$ cat src/rtl/pipe_ctrl_pkg.sv
// Shared types and stall-vector encodings for the pipeline sequencer.
// Stall vector bit order: {WB, MEM/WB, EX/MEM, ID/EX, IF/ID, PC}, bit0 = PC.
package pipe_ctrl_pkg;

    typedef logic [5:0] stall_vec_t;

    typedef enum logic [1:0] {
        RUN,
        STALL,
        FLUSH
    } ctrl_state_t;

    localparam stall_vec_t STALL_NONE     = 6'b000000;
    localparam stall_vec_t STALL_FROM_IF  = 6'b000011;
    localparam stall_vec_t STALL_FROM_ID  = 6'b000111;
    localparam stall_vec_t STALL_FROM_EX  = 6'b001111;
    localparam stall_vec_t STALL_FROM_MEM = 6'b011111;

    // Deepest requester wins; a load-use hazard stalls like an ID request.
    function automatic stall_vec_t stall_encode(
        input logic if_req,
        input logic id_req,
        input logic ex_req,
        input logic mem_req
    );
        if (mem_req)     return STALL_FROM_MEM;
        else if (ex_req) return STALL_FROM_EX;
        else if (id_req) return STALL_FROM_ID;
        else if (if_req) return STALL_FROM_IF;
        else             return STALL_NONE;
    endfunction

endpackage

$ cat src/rtl/pipe_ctrl_loaduse_detect.sv
// Load-use hazard compare: a load in EX writing a register that ID is reading.
// Purely combinational so the forwarding logic can reuse it.
module loaduse_detect (
    input  logic       ex_is_load,
    input  logic       ex_wreg_en,
    input  logic [4:0] ex_wreg_addr,
    input  logic       id_r1_en,
    input  logic [4:0] id_r1_addr,
    input  logic       id_r2_en,
    input  logic [4:0] id_r2_addr,
    output logic       hazard
);

    logic r1_match;
    logic r2_match;

    assign r1_match = id_r1_en && (id_r1_addr == ex_wreg_addr);
    assign r2_match = id_r2_en && (id_r2_addr == ex_wreg_addr);

    // $zero is never a real dependency.
    assign hazard = ex_is_load && ex_wreg_en && (ex_wreg_addr != 5'd0) && (r1_match || r2_match);

endmodule

$ cat src/rtl/pipe_ctrl.sv
// Pipeline sequencer: stall vector, multi-cycle flush, delay-slot flag, stall watchdog.
// Optional perf counters are built when PIPE_CTRL_PERF_EN is defined.
module pipe_ctrl #(
    parameter int FLUSH_CYCLES = 1,
    parameter int MAX_STALL    = 64
) (
    input  logic        clk,
    input  logic        rst,
    input  logic        if_stallreq,
    input  logic        id_stallreq,
    input  logic        ex_stallreq,
    input  logic        mem_stallreq,
    input  logic        ex_is_load,
    input  logic        ex_wreg_en,
    input  logic [4:0]  ex_wreg_addr,
    input  logic        id_r1_en,
    input  logic [4:0]  id_r1_addr,
    input  logic        id_r2_en,
    input  logic [4:0]  id_r2_addr,
    input  logic        id_next_in_delayslot,
    input  logic        flush_req,
    input  logic [31:0] flush_pc_i,
    output logic [5:0]  stall,
    output logic        flush,
    output logic [31:0] flush_pc_o,
    output logic        id_in_delayslot_o,
    output logic        loaduse_hazard,
    output logic        stall_timeout
`ifdef PIPE_CTRL_PERF_EN
    ,
    output logic [31:0] perf_stall_cycles,
    output logic [31:0] perf_loaduse_cycles
`endif
);

    import pipe_ctrl_pkg::*;

    localparam logic [2:0] FLUSH_LOAD  = 3'(FLUSH_CYCLES);
    localparam logic [7:0] STALL_LIMIT = 8'(MAX_STALL);

    ctrl_state_t state_reg, state_next;
    logic [2:0]  flush_cnt_reg, flush_cnt_next;
    logic [7:0]  stall_cnt_reg, stall_cnt_next;
    logic [7:0]  stall_cnt_inc;
    logic [31:0] flush_pc_reg;
    logic        ds_reg;
    logic        timeout_reg;
    stall_vec_t  stall_req_vec;
    stall_vec_t  stall_vec;

    loaduse_detect u_loaduse (
        .ex_is_load   (ex_is_load),
        .ex_wreg_en   (ex_wreg_en),
        .ex_wreg_addr (ex_wreg_addr),
        .id_r1_en     (id_r1_en),
        .id_r1_addr   (id_r1_addr),
        .id_r2_en     (id_r2_en),
        .id_r2_addr   (id_r2_addr),
        .hazard       (loaduse_hazard)
    );

    assign stall_req_vec = stall_encode(if_stallreq, id_stallreq || loaduse_hazard,
                                        ex_stallreq, mem_stallreq);
    assign stall_cnt_inc = (stall_cnt_reg == 8'hFF) ? 8'hFF : stall_cnt_reg + 8'd1;

    always_comb begin
        state_next     = state_reg;
        flush_cnt_next = flush_cnt_reg;
        stall_cnt_next = stall_cnt_reg;
        stall_vec      = stall_req_vec;
        case (state_reg)
            RUN, STALL: begin
                if (flush_req) begin
                    state_next     = FLUSH;
                    flush_cnt_next = FLUSH_LOAD;
                    stall_cnt_next = 8'd0;
                    stall_vec      = STALL_NONE;
                end else if (stall_req_vec != STALL_NONE) begin
                    state_next     = STALL;
                    stall_cnt_next = stall_cnt_inc;
                end else begin
                    state_next     = RUN;
                    stall_cnt_next = 8'd0;
                end
            end
            FLUSH: begin
                // Stall requests are ignored here and re-sampled in the first RUN cycle.
                stall_vec = STALL_NONE;
                if (flush_req) begin
                    flush_cnt_next = FLUSH_LOAD;
                end else if (flush_cnt_reg <= 3'd1) begin
                    state_next     = RUN;
                    flush_cnt_next = 3'd0;
                end else begin
                    flush_cnt_next = flush_cnt_reg - 3'd1;
                end
            end
            default: begin
                state_next     = RUN;
                flush_cnt_next = 3'd0;
                stall_cnt_next = 8'd0;
            end
        endcase
        if (rst) begin
            stall_vec = STALL_NONE;
        end
    end

    always_ff @(posedge clk) begin
        if (rst) begin
            state_reg     <= RUN;
            flush_cnt_reg <= 3'd0;
            stall_cnt_reg <= 8'd0;
            flush_pc_reg  <= 32'd0;
            ds_reg        <= 1'b0;
            timeout_reg   <= 1'b0;
        end else begin
            state_reg     <= state_next;
            flush_cnt_reg <= flush_cnt_next;
            stall_cnt_reg <= stall_cnt_next;
            if (flush_req) begin
                flush_pc_reg <= flush_pc_i;
            end
            // Clearing on entry as well keeps the flag low for every flush cycle.
            if (state_next == FLUSH || state_reg == FLUSH) begin
                ds_reg <= 1'b0;
            end else if (!stall_vec[1]) begin
                ds_reg <= id_next_in_delayslot;
            end
            // Sets on the edge that closes the MAX_STALL-th consecutive stall cycle.
            if (stall_vec != STALL_NONE && stall_cnt_next == STALL_LIMIT) begin
                timeout_reg <= 1'b1;
            end
        end
    end

    assign stall             = stall_vec;
    assign flush             = (state_reg == FLUSH);
    assign flush_pc_o        = flush_pc_reg;
    assign id_in_delayslot_o = ds_reg;
    assign stall_timeout     = timeout_reg;

`ifdef PIPE_CTRL_PERF_EN
    logic [31:0] perf_stall_reg;
    logic [31:0] perf_loaduse_reg;

    always_ff @(posedge clk) begin
        if (rst) begin
            perf_stall_reg   <= 32'd0;
            perf_loaduse_reg <= 32'd0;
        end else begin
            if (stall_vec != STALL_NONE) begin
                perf_stall_reg <= perf_stall_reg + 32'd1;
            end
            if (loaduse_hazard) begin
                perf_loaduse_reg <= perf_loaduse_reg + 32'd1;
            end
        end
    end

    assign perf_stall_cycles   = perf_stall_reg;
    assign perf_loaduse_cycles = perf_loaduse_reg;
`endif

endmodule

$ cat config.mk
export PLATFORM = sky130hd
export DESIGN_NAME = pipe_ctrl
export DESIGN_NICKNAME = d
export VERILOG_FILES = /design/src/rtl/pipe_ctrl_pkg.sv /design/src/rtl/pipe_ctrl_loaduse_detect.sv /design/src/rtl/pipe_ctrl.sv
export SDC_FILE = /design/constraint.sdc
export NUM_CORES = 1
export LEC_CHECK = 0
export BUFFER_PORTS_ARGS = -buffer_cell sky130_fd_sc_hd__buf_2
export CAP_MARGIN = 25
export CORE_MARGIN = 4
export CORE_UTILIZATION = 40
export DETAILED_ROUTE_END_ITERATION = 7
export HOLD_SLACK_MARGIN = 0.08
export PLACE_DENSITY = 0.75
export SLEW_MARGIN = 10
export SYNTH_ARGS = -nofsm -noshare
export SYNTH_HDL_FRONTEND = slang
export SYNTH_SLANG_ARGS = --single-unit
$ cat constraint.sdc
create_clock -name clk -period 4.86 [get_ports clk]
set_clock_uncertainty 0.1 [all_clocks]
set_input_delay 0.729 -clock clk [delete_from_list [all_inputs] [get_ports clk]]
set_output_delay 0.729 -clock clk [all_outputs]
set_load 0.005 [all_outputs]
==> reports/results.txt <==
Flop pwr share: 0.499
Clk root buf: clkbuf_8
Final setup violation count: 0
Required time of the critical path: 4.03 ns
DR vias/cell: 4.862
Design area: 2810 um^2
Syn_area_per_cell: 9.280 um^2
Vias in the first global route: 1969
Antenna fix cells: 0
Total negative slack: 0 ns
CP Capture Type: output pin
Power per cell area: 297.1 nW/um^2
Part of the cycle the worst path needs: 0.5928
Max cap viols: 0
Dpl cell area: 2689 um^2
Sequential area share after synthesis: 0.4314
Full die area: 6698 um^2
Core ar.: 5205 um^2
Gpl congestion: 0.8564
Residual DRC: 0
Initial DRC Count: 85
DR WL/cell: 12.76 um
Leakage power: 1.383 nW
Crit Path Category: primary input to output pin
FMAX: 347.1 MHz
Largest net degree at the start of global routing: 39
Ys async rst share: 0
Part of the power in the clock network: 0.358
Post-synth cell types: 44
First-pass GRT wire length: 8487 um
Post-route core utilization: 0.5399
Die Wd: 81.84 um
TritonCTS Buffers: 5
Comb pwr share: 0.144
Area growth from synthesis to layout: 28.86%
Worst EP arrival: 2.05 ns
Die height: 81.84 um
Status: finished clean
Boundary Pins: 101
Vias: 1940
Clock sinks: 47
Hold Crit Class: flop to flop
Fin crit period: 2.881 ns
RSZ-0062 raised after global routing: no
H-Tree Depth: 2
P_sw: 0.2007 mW
EDFF count, synth: 0
Pre-Repair DR Iteration Count: 5
Share of layout cells above drive strength 1: 0.3647
# rows: 26
Remaining antenna violation count: 0
Post-Syn Nets: 297
CTS tree: built
Yosys warns: 0
# hold bufs at CTS: 0
Port bufs: 99
Tot Pwr: 0.8350 mW
Sw Ratio: 0.2404
Synth Instances: 235
Setup repair bufs after CTS: 0
DP HPWL: 3851 um
Worst-path maximum fanout: 5
GRT Residual Overflow: 0
Max VDD drop: 0.2084 mV
Initial antenna violation count: 0
All-layer global routing usage: 0.1608
Largest register FFs: 32
Clk_lat worst skew: 0.29 ns
Worst slew pin tran: 0.7191 ns
CTS resizes: 0
Final WL: 5091 um
Top FF cell, synth: dfxtp_1
Final Hold Vio Count: 0
Post-layout net count: 390
Max Transition Viols Final: 0
Rel. slew slack: 0.5206
Reg clk slew, reported paths: 0.09 ns
Post-Syn Area: 2181 um^2
Yosys reg bits: 47
Pint: 0.6343 mW
Startpoint Class: primary input
Initial Utilization: 0.4190
CTS max path bufs: 2
synth_stat cells (4+ instances only):
library cell	n	share of area
a21oi_1	15	0.034
buf_2	6	0.014
dfxtp_1	47	0.43
inv_1	5	0.0086
mux2i_1	33	0.15
nand2_1	14	0.024
nand3_1	5	0.011
nor2_1	40	0.069
nor3_1	4	0.0092
xnor2_1	12	0.048
cell families after synthesis:
logic type / synth area share
buffers and inverters: 0.04819
AO/OA/AOI/OAI: 0.1119
multiplexers: 0.1515
XOR/XNOR: 0.05221
adder cells (fa/ha/maj): 0.01721
other: 0.001720
AND/OR/NAND/NOR: 0.1859
flip-flops: 0.4314
power by group through the flow:
| stage | Sequential (mW) | Combinational, mW | Clock, mW |
|---|---|---|---|
| after floorplan | 0.424 | 0.0695 | 0 |
| after global placement | 0.425 | 0.119 | 0 |
| after detailed placement | 0.425 | 0.122 | 0 |
| after CTS | 0.416 | 0.122 | 0.307 |
| after global routing | 0.420 | 0.136 | 0.325 |
| final | 0.416 | 0.120 | 0.299 |
final cells by class:
class | count | area, um^2
Multi-Input combinational cell | 168 | 1135
Inverter | 6 | 22.52
Tap cell | 70 | 87.58
Fill cell | 509 | 2395
Clock inverter | 2 | 38.79
Sequential cell | 47 | 940.9
Timing Repair Buffer | 100 | 503.0
Clock buffer | 6 | 82.58
metrics by stage:
| stage | std cells | hold slack [ns] | setup slack (ns) |
|---|---|---|---|
| 2_1_floorplan | 235 | 0.3657 | 2.163 |
| 3_3_place_gp | 391 | 0.3680 | 2.008 |
| 3_5_place_dp | 391 | 0.3628 | 1.973 |
| 4_1_cts | 399 | 0.3828 | 1.963 |
| 5_1_grt | 399 | 0.4146 | 1.880 |
| 6_report | 399 | 0.3873 | 1.979 |
routing by layer:
metal  track usage  up-vias  routed length [um]
met5             0        -                   0
met4       0.06977        0                  79
met3       0.05263        6                 410
met2        0.2771       56                2443
met1        0.1802      885                2157
li1              -      993                   -
worst max-delay path, cell delays in order:
cell and delay [ns]:
buf_2 0.12, or4_1 0.55, o211ai_2 0.19, nand2b_1 0.23, a21oi_1 0.10, buf_2 0.14
cell usage in the layout, fill, tap and decap left out, types with 4 or more instances in the layout:
cell,instances
a21oi_1,15
buf_2,99
clkbuf_8,6
dfxtp_1,47
inv_1,5
mux2i_1,33
nand2_1,14
nand3_1,5
nor2_1,40
nor3_1,4
xnor2_1,12
path summary, 6_finish.rpt:
kind / from / end / slack, ns / cells past startpoint
setup reg to reg: state_reg[1] / flush_cnt_reg[2] / 2.81 / 6
hold reg to reg: stall_timeout / stall_timeout / 0.39 / 1
hold / removal: stall_timeout / stall_timeout / 0.39 / 1
setup / recovery: ex_wreg_addr[1] / stall[0] / 1.98 / 6
Power figures use the tool's default switching activity.
